`src/rtl/npu_requant_pack.sv`:
```
// Requantize signed activations (multiply, rounding shift, saturate) and pack
// PACK lanes per output word. Output uses valid/ready, and a stalled output
// freezes the whole pipeline.
module npu_requant_pack #(
  parameter int unsigned M_LEN   = 16,
  parameter int unsigned OUT_LEN = 8,
  parameter int unsigned PACK    = 4,
  parameter int unsigned SCALE_W = 16,
  parameter int unsigned SHIFT_W = 5
) (
  input  logic                      clk_i,
  input  logic                      rst_i,
  input  logic [M_LEN-1:0]          data_i,
  input  logic                      valid_i,
  input  logic                      last_i,
  output logic                      ready_o,
  input  logic [SCALE_W-1:0]        scale_i,
  input  logic [SHIFT_W-1:0]        shift_i,
  output logic [PACK*OUT_LEN-1:0]   data_o,
  output logic [PACK-1:0]           keep_o,
  output logic                      last_o,
  output logic                      valid_o,
  input  logic                      ready_i
);

  localparam int unsigned PW = M_LEN + SCALE_W + 1;  // product width
  localparam int unsigned RW = PW + 1;               // rounding headroom
  localparam int unsigned CW = (PACK > 1) ? $clog2(PACK) : 1;
  localparam int unsigned WW = PACK * OUT_LEN;

  localparam logic signed [RW-1:0] QMAX = RW'((2 ** (OUT_LEN - 1)) - 1);
  localparam logic signed [RW-1:0] QMIN = -RW'(2 ** (OUT_LEN - 1));

  logic                 en;
  logic                 s1_valid_q, s1_last_q;
  logic signed [PW-1:0] s1_prod_q;
  logic                 s2_valid_q, s2_last_q;
  logic [OUT_LEN-1:0]   s2_q;
  logic [CW-1:0]        cnt_q;
  logic [WW-1:0]        acc_q;

  logic signed [PW-1:0] data_ext, scale_ext, prod_d;
  logic signed [RW-1:0] rnd, sum, shifted;
  logic [OUT_LEN-1:0]   q_d;
  logic [WW-1:0]        acc_lane;
  logic [PACK-1:0]      keep_mask;
  logic                 word_done;

  // Everything advances unless a presented word is being held back.
  assign en      = !(valid_o && !ready_i);
  assign ready_o = en;

  // Multiply, round-half-up shift and saturate; lane insertion and keep mask.
  always_comb begin
    data_ext  = PW'($signed(data_i));
    scale_ext = PW'($signed({1'b0, scale_i}));
    prod_d    = data_ext * scale_ext;

    rnd     = (shift_i == '0) ? '0 : RW'(RW'(1) << (shift_i - 1'b1));
    sum     = RW'(s1_prod_q) + rnd;
    shifted = sum >>> shift_i;
    if (shifted > QMAX) begin
      q_d = QMAX[OUT_LEN-1:0];
    end else if (shifted < QMIN) begin
      q_d = QMIN[OUT_LEN-1:0];
    end else begin
      q_d = shifted[OUT_LEN-1:0];
    end

    acc_lane  = acc_q;
    keep_mask = '0;
    for (int k = 0; k < int'(PACK); k++) begin
      if (k == int'(cnt_q)) acc_lane[k*OUT_LEN +: OUT_LEN] = s2_q;
      keep_mask[k] = (k <= int'(cnt_q));
    end
    word_done = (cnt_q == CW'(PACK - 1)) || s2_last_q;
  end

  // Pipeline stages, packer state and registered output word.
  always_ff @(posedge clk_i) begin
    if (rst_i) begin
      s1_valid_q <= 1'b0;
      s1_last_q  <= 1'b0;
      s1_prod_q  <= '0;
      s2_valid_q <= 1'b0;
      s2_last_q  <= 1'b0;
      s2_q       <= '0;
      cnt_q      <= '0;
      acc_q      <= '0;
      data_o     <= '0;
      keep_o     <= '0;
      last_o     <= 1'b0;
      valid_o    <= 1'b0;
    end else if (en) begin
      s1_valid_q <= valid_i;
      s1_last_q  <= last_i;
      s1_prod_q  <= prod_d;
      s2_valid_q <= s1_valid_q;
      s2_last_q  <= s1_last_q;
      s2_q       <= q_d;
      if (s2_valid_q && word_done) begin
        data_o  <= acc_lane;
        keep_o  <= keep_mask;
        last_o  <= s2_last_q;
        valid_o <= 1'b1;
        acc_q   <= '0;
        cnt_q   <= '0;
      end else begin
        // en implies any presented word was just accepted.
        valid_o <= 1'b0;
        if (s2_valid_q) begin
          acc_q <= acc_lane;
          cnt_q <= cnt_q + CW'(1);
        end
      end
    end
  end

endmodule
```
`config.mk`:
```
export PLATFORM = sky130hd
export DESIGN_NAME = npu_requant_pack
export DESIGN_NICKNAME = d
export VERILOG_FILES = /design/src/rtl/npu_requant_pack.sv
export SDC_FILE = /design/constraint.sdc
export NUM_CORES = 1
export LEC_CHECK = 0
export ABC_CLOCK_PERIOD_IN_PS = 11900
export CORE_ASPECT_RATIO = 0.9
export CORE_MARGIN = 3
export CORE_UTILIZATION = 55
export CTS_CLUSTER_SIZE = 20
export DETAILED_ROUTE_END_ITERATION = 10
export PLACE_DENSITY = 0.8
export SLEW_MARGIN = 20
export SYNTH_ARGS = -nofsm -noshare
export SYNTH_HDL_FRONTEND = slang
export SYNTH_SLANG_ARGS = --single-unit
```
`constraint.sdc`:
```
create_clock -name clk_i -period 11.9 [get_ports clk_i]
set_input_delay 1.19 -clock clk_i [delete_from_list [all_inputs] [get_ports clk_i]]
set_output_delay 1.19 -clock clk_i [all_outputs]
set_load 0.1 [all_outputs]
```
== After elaboration in Yosys (flattened, before gate mapping) ==
Index checks and enable logic that the tools add are counted.

* Input bits: 42
* Flip-flop bits (word level): 117
* Logic and storage cells: 50

* Muxes and demuxes: 12
* Magnitude comparators: 5
* Bitwise operators: 1
* Multipliers: 1
* Shift operators: 2
* Equality and inequality tests: 4
* Reduce and logical (&&, ||, !) cells: 10
* Add/subtract/negate cells: 3

{| class="wikitable"
|+ Operator list
! kind !! number
|-
| $mux W32 || 2
|-
| $mux W8 || 6
|-
| $add A33 B34 Y34 || 1
|-
| $gt A34 B8 Y1 const B || 1
|-
| $lt A34 B8 Y1 const B || 1
|-
| $mux W34 || 1
|-
| $shl A1 B5 Y34 const A || 1
|-
| $sshr A34 B5 Y34 || 1
|-
| $mul A16 B17 Y33 || 1
|-
| $logic_not A5 Y1 || 1
|-
| $sub A5 B1 Y5 const B || 1
|-
| $eq A2 B2 Y1 const A || 2
|-
| $le A2 B2 Y1 const A || 2
|-
| $mux W2 || 2
|-
| $reduce_and A2 Y1 || 2
|-
| $add A2 B1 Y2 const B || 1
|-
| $eq A1 B2 Y1 const A || 1
|-
| $eq A2 B2 Y1 const B || 1
|-
| $le A1 B2 Y1 const A || 1
|-
| $logic_and A1 B1 Y1 || 2
|-
| $logic_not A1 Y1 || 2
|-
| $logic_not A2 Y1 || 1
|-
| $reduce_bool A2 Y1 || 1
|-
| $logic_or A1 B1 Y1 || 1
|-
| other kinds (2) || 2
|}

== Depth between registers and ports, before layout ==
Gate-level depths: netlist (run 1).

* Depth after elaboration: 8
* Mapped depth: 26
* Gate-level depth less buffers: 25

== Worst setup path after synthesis (run 1) ==
Ideal clock, no wire load.

* Path kind: input to register
* Start point: in scale_i[5]
* End point: reg s1_prod_q[29]
* Arrival time: 7.164 ns
* Library setup time: 0.071 ns
* Stages: 24
* Path slack: 4.665 ns
* Data required time: 11.829 ns
* Path through: clkbuf_1 > nand2_1 > fa_1 > inv_1 > fa_1 > inv_1 > fa_1 > fa_1 > inv_1 > fa_1 > fa_1 > ha_1 > clkbuf_1 > a21oi_1 > nor2_1 > a221oi_1 > a21oi_1 > a211oi_1 > nor3_1 > a211oi_1 > o41ai_1 > xor2_1 > nand2_1 > a21oi_1

* Cells in the longest elaborated chain, start to end: 1

{| class="wikitable"
|+ Ends and longest elaborated chain
! element !! line !! text
|-
| start, declared || 17 || <nowiki>input logic [SCALE_W-1:0] scale_i,</nowiki>
|-
| $mul A16 B17 Y33 || 57 || <nowiki>prod_d = data_ext * scale_ext;</nowiki>
|-
| end signal, assigned || 97 || <nowiki>s1_prod_q <= prod_d;</nowiki>
|-
| end, declared || 36 || <nowiki>logic signed [PW-1:0] s1_prod_q;</nowiki>
|}

No other way between the ends.
A chain may end at the register's enable or synchronous reset.

== Final worst setup path (run 1) ==
* Start point: in scale_i[5]
* End point: reg s1_prod_q[30]

Same word-level chain as after synthesis.

==> metrics.csv, run 1 <==
metric,value,unit
cts_tree,done,
grt_max_degree,71,
pwr-share-comb,78.5,%
relSlewSlack,33.5,%
die-area,34900,um2
drt_iter0_markers,1465,
worst-path-max-fanout,16,
reg2regPathDepth,16,
row_count,62,
setup_tns,0,ns
synth.largest_area_cell,fa_1,
synthMuxAreaShare,5.34,%
synth_cells,2234,
multi_input_area,14100,um2
synth_cell_type_count,92,
rsz0062_at_grt,no,
slowest_stage,clkdlybuf4s50_1,
cap_violations,0,
path_clk_slew,0.06,ns
first_pass_iters,5,
via_per_inst,6.12,
coreArea,32000,um2
drive_gt1_share,4.64,%
path_common_cell,fa_1,
ys_seq_elements,117,
placement.io_buffers,80,
wl,50.2,mm
synthTopCellsByArea,"fa_1, dfxtp_1, ha_1, nand2_1, inv_1",
yosys.area_share.xor_xnor,2.10,%
synth_warnings,0,
vias,16146,
nFillCells,2822,
fin_crit_sh,67.8,%
setup-violations-final,0,
p_per_area,243,nW/um2
ant_nets,0,
p_switching,2.34,mW
nets,2604,
worstPathRequired,12.20,ns
cts.path.max_buffers,2,
netlist_top_cells_count,"nand2_1, inv_1, fa_1",
holdBufCountCts,0,
cts-root-buf,clkbuf_16,
cts_htree_levels,4,
synth_compound_area_share,17.3,%
gp_routability_congestion,0.939,
synth_simple_gate_area_share,20.9,%
syn_avg_cell_area,8.04,um2
syn_area,18000,um2
critPathBufInv,4,
die_w,196,um
intPower,2.38,mW
critPathTopFamily,adder cells,
grt_first_pass_wirelength,83.0,mm
fin_worst_skew,0.0155,ns
path_cells,clkdlybuf4s50_1 -> nand2_1 -> fa_1 -> inv_1 -> fa_1 -> inv_1 -> fa_1 -> fa_1 -> inv_1 -> fa_1 -> fa_1 -> ha_1 -> a21oi_1 -> a21bo_2 -> o311ai_0 -> a31oi_1 -> a21oi_1 -> a31oi_1 -> o21ai_0 -> a31oi_1 -> o21a_1 -> nand2b_1 -> nor4_1 -> a211o_1,
synth_top_area_share,21.7,%
diodes,0,
hpwl,38.7,mm
p_leak,8.77,nW
ys_seq_area_share,13.0,%
switching_share,49.6,%
syn_nets,2630,
hold_slack,0.458,ns
maxSlewViolCount,0,
hold_class,flop to flop,
vdd_ir_drop_max,0.261,mV
post-route-min-period,8.07,ns
holdPathStages,2,
worst-setup-path-type,input pin to flop,
cts_setup_buffers,0,
synth_top_family_by_area,adder cells,
seq_power_share,10.9,%
start_util,56.0,%
worstSkewPairLatency,0.41,ns
grt_pass1_vias,15915,
globalRoute.totalOverflow,0,
fmax,124,MHz
cpPeakStageDelay,0.93,ns
antenna_found_initial,0,
numCtsBuffers,17,
hold_violations,0,
critPathCaptureType,flop,
crit_arrival,8.37,ns
clkPwrFrac,10.5,%
synth_ff_type,dfxtp_1,
crit_cells,24,
io_pins,81,
cts.sinks,117,
die_y,177,um
cts_resized,0,
cp-start-kind,input pin,
syn_to_final_growth,8.14,%
drcViolationCount,0,
synthMostInstantiatedCell,nand2_1,
synth_edf_count,0,
ff_latch_area,2340,um2
wl_per_cell,19.0,um
ys_async_sr_fraction,0,%
worst_slew_pin_slew,0.995,ns
grt_use_total,29.1,%
synthAdderAreaFrac,32.8,%
status,finished clean,
cells by family (layout without fill, tap and decap cells):
group                      count (synthesis)  after routing
AOI/OAI and AO/OA                        443            443
xor gates and xnor gates                  43             43
adders and majority gates                354            354
buffers and inverters                    394            381
DFF                                      117            117
muxes                                     82             82
other                                      1              1
and+or+nand+nor                          800            800
layout make-up:
type,instances,area share (%)
tap,416,2.68
timing repair buffer,95,4.69
inverter,254,4.91
clock inverter,15,0.748
clock buffer,17,2.19
sequential,117,12.1
multi-input combinational,1723,72.7
worst register-to-register path, cell delays in order (launching register included):
cell and delay, ns:
dfxtp_1 0.33, ha_1 0.24, fa_1 0.44, a211oi_1 0.34
o21a_1 0.32, a2111oi_0 0.20, nor3_2 0.44, o31a_1 0.36
mux2i_1 0.27, a31oi_1 0.15, or3_1 0.38, a31oi_1 0.34
o21ai_0 0.16, or4b_1 0.56, nor4_2 0.46, o21ai_1 0.20
o32ai_1 0.15
flip-flops by register name, summed over array words and instances (netlist names), 2 cells and up:
register and flops:
cnt_q 2, keep_o 4, acc_q 32, s1_prod_q 33
data_o 32, s2_q 8
power groups by stage:
stage / clock, mW / sequential, mW / combinational (mW)
global placement: 0 / 0.519 / 3.55
finish: 0.498 / 0.516 / 3.71
CTS: 0.501 / 0.512 / 3.69
floorplan: 0 / 0.503 / 2.93
global route: 0.521 / 0.519 / 4.24
detailed placement: 0 / 0.519 / 3.65
placed cells by master, fill, tap and decap left out, types with 16 or more instances in the layout:
cell type,count
nand3_1,39
xnor2_1,31
fa_1,195
o21ai_0,49
nand2_1,307
ha_1,159
inv_1,252
nand2b_1,24
clkdlybuf4s50_1,79
a21o_1,25
nor2_1,184
a211oi_1,57
clkbuf_16,17
and2_1,110
a22oi_1,27
o211ai_1,25
buf_4,16
and3_1,18
a21oi_1,116
nor3_1,38
nand4_1,16
dfxtp_1,117
mux2i_1,62
metal layers:
layer	vias to the layer above	routed length (um)	GRT usage (%)
li1	7530	-	-
met1	7823	22500	41.9
met2	684	22500	45.8
met3	109	3970	4.59
met4	0	1240	7.75
met5	-	0	0
stage by stage:
step	total power, mW	cell area, um2	setup WS [ns]	utilization, %	std cells
floorplan	3.43	18000	4.67	-	2234
global placement	4.06	18800	3.64	58.8	2605
detailed placement	4.17	18800	3.47	58.8	2605
CTS	4.70	19400	3.90	60.6	2637
global route	5.28	19400	3.42	60.6	2637
finish	4.72	19400	3.83	60.6	2637
worst paths after layout:
check / from / slack (ns) / endpoint
worst max register to register: s1_prod_q[0]$_SDFFE_PP0N_ / 6.47 / s2_q[5]$_SDFFE_PP0N_
worst min register to register: s1_prod_q[26]$_SDFFE_PP0N_ / 0.46 / s1_prod_q[26]$_SDFFE_PP0N_
worst min-delay path: s1_prod_q[26]$_SDFFE_PP0N_ / 0.46 / s1_prod_q[26]$_SDFFE_PP0N_
worst max-delay path: scale_i[5] / 3.83 / s1_prod_q[30]$_SDFFE_PP0N_
Note: power is estimated with default switching activity, not from simulation.
==> run 2: changes to the inputs <==
Settings changed: ABC_CLOCK_PERIOD_IN_PS 11900 to 8000.
Clock period 11.9 ns to 8 ns, I/O delays scaled along.
==> run 2 against run 1 <==
Net effect:
- clock power rose by 51%
- critical endpoint unchanged
- sequential share of layout area fell by 0.24 points
- first-iteration DRC count rose by 2.4%
- hold slack got worse by 0.0049 ns
- via count rose by 1.5%
- non-clock buffer count rose by 52
- cell area rose by 2.0%
- worst setup slack got worse by 3.4 ns
- power rose by 50%
- largest power group unchanged
- clock skew fell by 0.0017 ns
- wire length rose by 1.1%
==> metrics.csv, run 2 (synthesis results as in run 1) <==
metric,value,unit,change
status,finished clean,,
intPower,3.60,mW,+51%
cts_setup_buffers,0,,unchanged
path_clk_slew,0.05,ns,about the same
pwr-share-comb,78.7,%,+0.2 points
drt-met1-wl,22.9,mm,+1.5%
diodes,0,,unchanged
die-area,34900,um2,unchanged
worstPathRequired,8.29,ns,-3.91 ns
cts.sinks,117,,unchanged
globalRoute.totalOverflow,0,,unchanged
relSlewSlack,32.6,%,-0.87 points
wl_met2,22.3,mm,-0.52%
gp_routability_congestion,0.989,,+5.3%
maxSlewViolCount,0,,unchanged
largest_reg_flops,33,,unchanged
instances_no_fill,2688,,+1.9%
critPathBufInv,4,,unchanged
critPathTopFamily,adder cells,,
p_switching,3.48,mW,+49%
coreArea,32000,um2,unchanged
worst_slew_pin_slew,1.01,ns,+0.0162 ns
vias,16387,,+1.5%
hold_violations,0,,unchanged
critPathCaptureType,flop,,
io_pins,81,,unchanged
start_util,56.0,%,unchanged
post-place-cells,2657,,+2.0%
reg_top3,"s1_prod_q (33), acc_q (32), data_o (32)",,
cts_tree,done,,
vdd_ir_drop_max,0.413,mV,+58%
worst-setup-path-type,input pin to flop,,
path_cells,clkdlybuf4s50_1 -> nand2_1 -> fa_1 -> inv_1 -> fa_1 -> inv_1 -> fa_1 -> fa_1 -> inv_1 -> fa_1 -> fa_1 -> ha_1 -> a21oi_1 -> a21bo_2 -> o311ai_0 -> a31oi_1 -> a21oi_1 -> a31oi_1 -> o21ai_0 -> a31oi_1 -> o21a_1 -> nand2b_1 -> nor4_1 -> a211o_1,,
grt_max_degree,100,,+41%
drt_iter0_markers,1500,,+2.4%
via_per_inst,6.10,,-0.43%
fmax,133,MHz,
hpwl,40.4,mm,+4.4%
finalPower,7.08,mW,+50%
grt_first_pass_wirelength,84.2,mm,+1.5%
worst-path-max-fanout,10,,-6
drive_gt1_share,6.78,%,+2.1 points
placement.io_buffers,80,,unchanged
grt_use_total,29.5,%,+0.38 points
cp-start-kind,input pin,,
nets,2656,,+2.0%
fin_crit_sh,94.2,%,
seq_power_share,10.7,%,-0.2 points
post-route-min-period,7.53,ns,
p_leak,9.03,nW,+2.9%
cts-root-buf,clkbuf_16,,
hold_class,flop to flop,,
holdBufCountCts,0,,unchanged
placed_area,19200,um2,+2.1%
drcViolationCount,0,,unchanged
crit_arrival,7.83,ns,-0.54 ns
final_cell_area,19800,um2,+2.0%
wl,50.7,mm,+1.1%
slowest_stage,clkdlybuf4s50_1,,
cap_violations,0,,unchanged
cts_resized,0,,unchanged
die_y,177,um,unchanged
path_common_cell,fa_1,,
clkPwrFrac,10.6,%,about the same
row_count,62,,unchanged
setup_tns,0,ns,unchanged
cts_htree_levels,4,,unchanged
cpPeakStageDelay,0.72,ns,-0.21 ns
die_w,196,um,unchanged
wl_per_cell,18.9,um,-0.82%
first_pass_iters,5,,unchanged
setup-violations-final,0,,unchanged
mostFrequentLayoutCell,nand2_1,,
top_register,s1_prod_q,,
cts.path.max_buffers,2,,unchanged
worstSkewPairLatency,0.41,ns,about the same
grt_pass1_vias,16369,,+2.9%
rsz0062_at_grt,no,,
numCtsBuffers,17,,unchanged
hold_slack,0.454,ns,-0.00489 ns
dr_wl_met3,4.26,mm,+7.2%
antenna_found_initial,0,,unchanged
fin_worst_skew,0.0138,ns,-0.00169 ns
ant_nets,0,,unchanged
switching_share,49.2,%,-0.46 points
syn_to_final_growth,10.4,%,
p_per_area,357,nW/um2,+47%
top_layer_used,met4,,
final_cell_mix,"nand2_1, inv_1, fa_1",,
nFillCells,2749,,-2.6%
## run 2: power by group through the flow
stage          logic [mW]  clock network (mW)  registers [mW]
6_report             5.57               0.750           0.761
5_1_grt              6.31               0.788           0.771
4_1_cts              5.53               0.760           0.759
3_5_place_dp         5.48                   0           0.770
3_3_place_gp         5.28                   0           0.767
2_1_floorplan        4.36                   0           0.748
## run 2: per-layer routing
metal  GRT usage [%]  up-vias
met3            5.45      100
met2            46.1      739
met4            7.63        0
met1            42.3     7922
met5               0        -
li1                -     7626
## run 2: through the flow
| stage | setup WS, ns | utilization (%) |
|---|---|---|
| 3_5_place_dp | 0.131 | 60.0 |
| 6_report | 0.465 | 61.8 |
| 3_3_place_gp | 0.330 | 60.0 |
| 5_1_grt | 0.0770 | 61.8 |
| 4_1_cts | 0.553 | 61.8 |
| 2_1_floorplan | 1.16 | - |
## run 2: final timing paths
| check | startpoint | end | slack [ns] | cells after the start |
|---|---|---|---|---|
| max reg2reg | s1_prod_q[0]$_SDFFE_PP0N_ | s2_q[4]$_SDFFE_PP0N_ | 2.37 | 16 |
| min | s1_valid_q$_SDFFE_PP0N_ | s1_valid_q$_SDFFE_PP0N_ | 0.45 | 2 |
| max | data_i[6] | s1_prod_q[30]$_SDFFE_PP0N_ | 0.47 | 24 |
| min reg2reg | s1_valid_q$_SDFFE_PP0N_ | s1_valid_q$_SDFFE_PP0N_ | 0.45 | 2 |
## run 2: area by class of cell
cell class / instances / area (um2) / area share [%]
timing repair buffer: 147 / 1300 / 6.57
inverter: 254 / 953 / 4.81
multi-input combinational: 1723 / 14100 / 71.3
tap: 416 / 520 / 2.63
sequential: 117 / 2340 / 11.8
clock buffer: 17 / 425 / 2.15
clock inverter: 14 / 153 / 0.770
## run 2: worst register-to-register path, delay by kind of cell, from the launching register on
kind | cells | cell delay [ns]
mux | 1 | 0.26
flops | 1 | 0.32
simple gates | 4 | 1.97
compound gates | 9 | 2.31
fa+ha+maj | 2 | 0.68
==> run 3: changes to the inputs <==
==> constraint.sdc (replaced) <==
create_clock -name clk_i -period 8 [get_ports clk_i]
set_input_delay 1.6 -clock clk_i [delete_from_list [all_inputs] [get_ports clk_i]]
set_output_delay 1.6 -clock clk_i [all_outputs]
set_load 0.1 [all_outputs]
==> run 3 against run 2 <==
Net effect:
- non-clock buffer count grew 44
- largest cell class unchanged
- maximum frequency shrank 2.5%
- via count grew 0.65%
- clock-buffer cell count grew 1
- register-to-register slack is essentially flat
==> metrics.csv, run 3 (synthesis results as in run 1) <==
metric,value,unit,change
r2r-start,s1_prod_q[0]$_SDFFE_PP0N_,,
maxSlewViolCount,0,,unchanged
slowest_stage,clkdlybuf4s50_1,,
status,finished clean,,
ant_nets,0,,unchanged
drt_iter0_markers,1479,,-1.4%
first_pass_iters,6,,+1
p_per_area,372,nW/um2,+4.2%
worstPathRequired,8.34,ns,+0.05 ns
die_w,196,um,unchanged
placed_area,19600,um2,+1.7%
cts.sinks,117,,unchanged
globalRoute.totalOverflow,0,,unchanged
post-route-min-period,7.73,ns,+0.192 ns
hold_class,flop to flop,,
crit_arrival,8.06,ns,+0.23 ns
gp_routability_congestion,0.972,,-1.7%
cts-root-buf,clkbuf_16,,
worstSkewPairLatency,0.42,ns,about the same
hold_violations,0,,unchanged
holdPathStages,2,,unchanged
syn_to_final_growth,12.5,%,
fin_crit_sh,96.6,%,+2.4 points
cp-start-kind,input pin,,
io_pins,81,,unchanged
top_register,s1_prod_q,,
critPathCaptureType,flop,,
fin_worst_skew,0.0200,ns,+0.00618 ns
final_cell_area,20200,um2,+2.0%
via_per_inst,6.03,,-1.0%
setup-violations-final,0,,unchanged
drcViolationCount,0,,unchanged
antenna_found_initial,1,,+1
grt_max_degree,93,,-7.0%
mostFrequentLayoutCell,nand2_1,,
min_from,s1_valid_q$_SDFFE_PP0N_,,
reg_top3,"s1_prod_q (33), acc_q (32), data_o (32)",,
hold_end,s2_valid_q$_SDFFE_PP0N_,,
relSlewSlack,32.7,%,+0.12 points
cpPeakStageDelay,0.76,ns,+0.04 ns
reg2regPathDepth,16,,unchanged
hpwl,40.5,mm,+0.15%
cts.path.max_buffers,2,,unchanged
finalPower,7.53,mW,+6.2%
final_cell_mix,"nand2_1, inv_1, fa_1",,
vias,16493,,+0.65%
wl,50.3,mm,-0.96%
r2r-end,s2_q[1]$_SDFFE_PP0N_,,
holdBufCountCts,0,,unchanged
nets,2700,,+1.7%
worst-path-max-fanout,11,,+1
grt_first_pass_wirelength,82.8,mm,-1.7%
path_cells,clkdlybuf4s50_1 -> inv_2 -> nand2_1 -> nor2_1 -> ha_1 -> nand2_1 -> nor4_1 -> a211oi_1 -> a211oi_2 -> or3b_4 -> a31o_4 -> a211oi_2 -> o31a_1 -> a31oi_1 -> o21ai_0 -> or4b_1 -> nor4_2 -> o211ai_1 -> a21oi_1,,
cts_tree,done,,
setup_tns,0,ns,unchanged
cts_htree_levels,4,,unchanged
path_clk_slew,0.07,ns,+0.02 ns
grt_pass1_vias,16244,,-0.76%
coreArea,32000,um2,unchanged
regToRegSetupSlack,2.38,ns,about the same
fmax,129,MHz,-2.5%
hold_slack,0.457,ns,+0.00367 ns
start_util,56.0,%,unchanged
die_y,177,um,unchanged
largest_reg_flops,33,,unchanged
row_count,62,,unchanged
numCtsBuffers,17,,unchanged
p_leak,9.31,nW,+3.2%
drive_gt1_share,8.76,%,+2.0 points
worst_slew_pin_slew,1.01,ns,-0.00492 ns
vdd_ir_drop_max,0.381,mV,-7.7%
diodes,0,,unchanged
cap_violations,0,,unchanged
grt_use_total,29.0,%,-0.44 points
wl_per_cell,18.4,um,-2.6%
worst-setup-path-type,input pin to flop,,
placement.io_buffers,80,,unchanged
die-area,34900,um2,unchanged
==> run 3: cell types whose count changed in the layout (fill, tap and decap cells not counted), sizes merged <==
| cell | before | now |
|---|---|---|
| clkinvlp | 1 | 0 |
| inv | 257 | 259 |
| dlymetal6s2s | 0 | 7 |
| clkbuf | 17 | 18 |
| buf | 68 | 112 |
| clkinv | 8 | 7 |
| clkdlybuf4s50 | 79 | 72 |
==> run 3: routing by layer <==
metal | part of all wire [%] | track usage [%]
met1 | 44 | 41.3
met2 | 45 | 45.8
met4 | 2.5 | 7.87
met3 | 8.4 | 5.30
met5 | 0 | 0
==> run 3: per-stage QoR <==
step	utilization, %	worst slack (ns)	instances
2_1_floorplan	-	0.355	2234
3_3_place_gp	61.0	-0.193	2700
3_5_place_dp	61.0	-0.402	2700
4_1_cts	62.9	0.108	2732
5_1_grt	63.1	-0.0254	2733
6_report	63.1	0.274	2733
==> run 3: where the power goes <==
group,switching (mW),internal [mW],total [mW]
registers,0.0705,0.691,0.761
clock network,0.304,0.468,0.772
logic,3.23,2.76,5.99
==> run 3: final cells by class <==
| class | count | area (um2) |
|---|---|---|
| Sequential cell | 117 | 2340 |
| Clock buffer | 18 | 429 |
| Tap cell | 416 | 520 |
| Timing Repair Buffer | 191 | 1650 |
| Clock inverter | 14 | 166 |
| Inverter | 254 | 953 |
| Multi-Input combinational cell | 1723 | 14100 |
| Fill cell | 2683 | 11800 |
==> run 3: worst max-delay path by stage <==
stage                           from  slack (ns)                          to  depth (start not counted)
after global routing      scale_i[5]       -0.03  s1_prod_q[31]$_SDFFE_PP0N_                         25
after CTS                 scale_i[6]        0.11  s1_prod_q[28]$_SDFFE_PP0N_                         24
after global placement    scale_i[6]       -0.19  s1_prod_q[28]$_SDFFE_PP0N_                         24
after floorplan           scale_i[5]        0.36  s1_prod_q[29]$_SDFFE_PP0N_                         24
after detailed placement  scale_i[6]       -0.40  s1_prod_q[28]$_SDFFE_PP0N_                         24
final                     shift_i[0]        0.27        s2_q[1]$_SDFFE_PP0N_                         19
==> run 3: critical path: cells and delay by family <==
kind                       cells  cell delay, ns
and+or+nand+nor                7            2.57
AOI/OAI and AO/OA              9            2.51
buffers and inverters          2            0.85
adders and majority gates      1            0.50
==> run 3: repair_timing <==
item,CTS,global route
pin swaps,0,2
buffers inserted,0,1
setup endpoints to repair,1,7
gates resized for setup,1,12
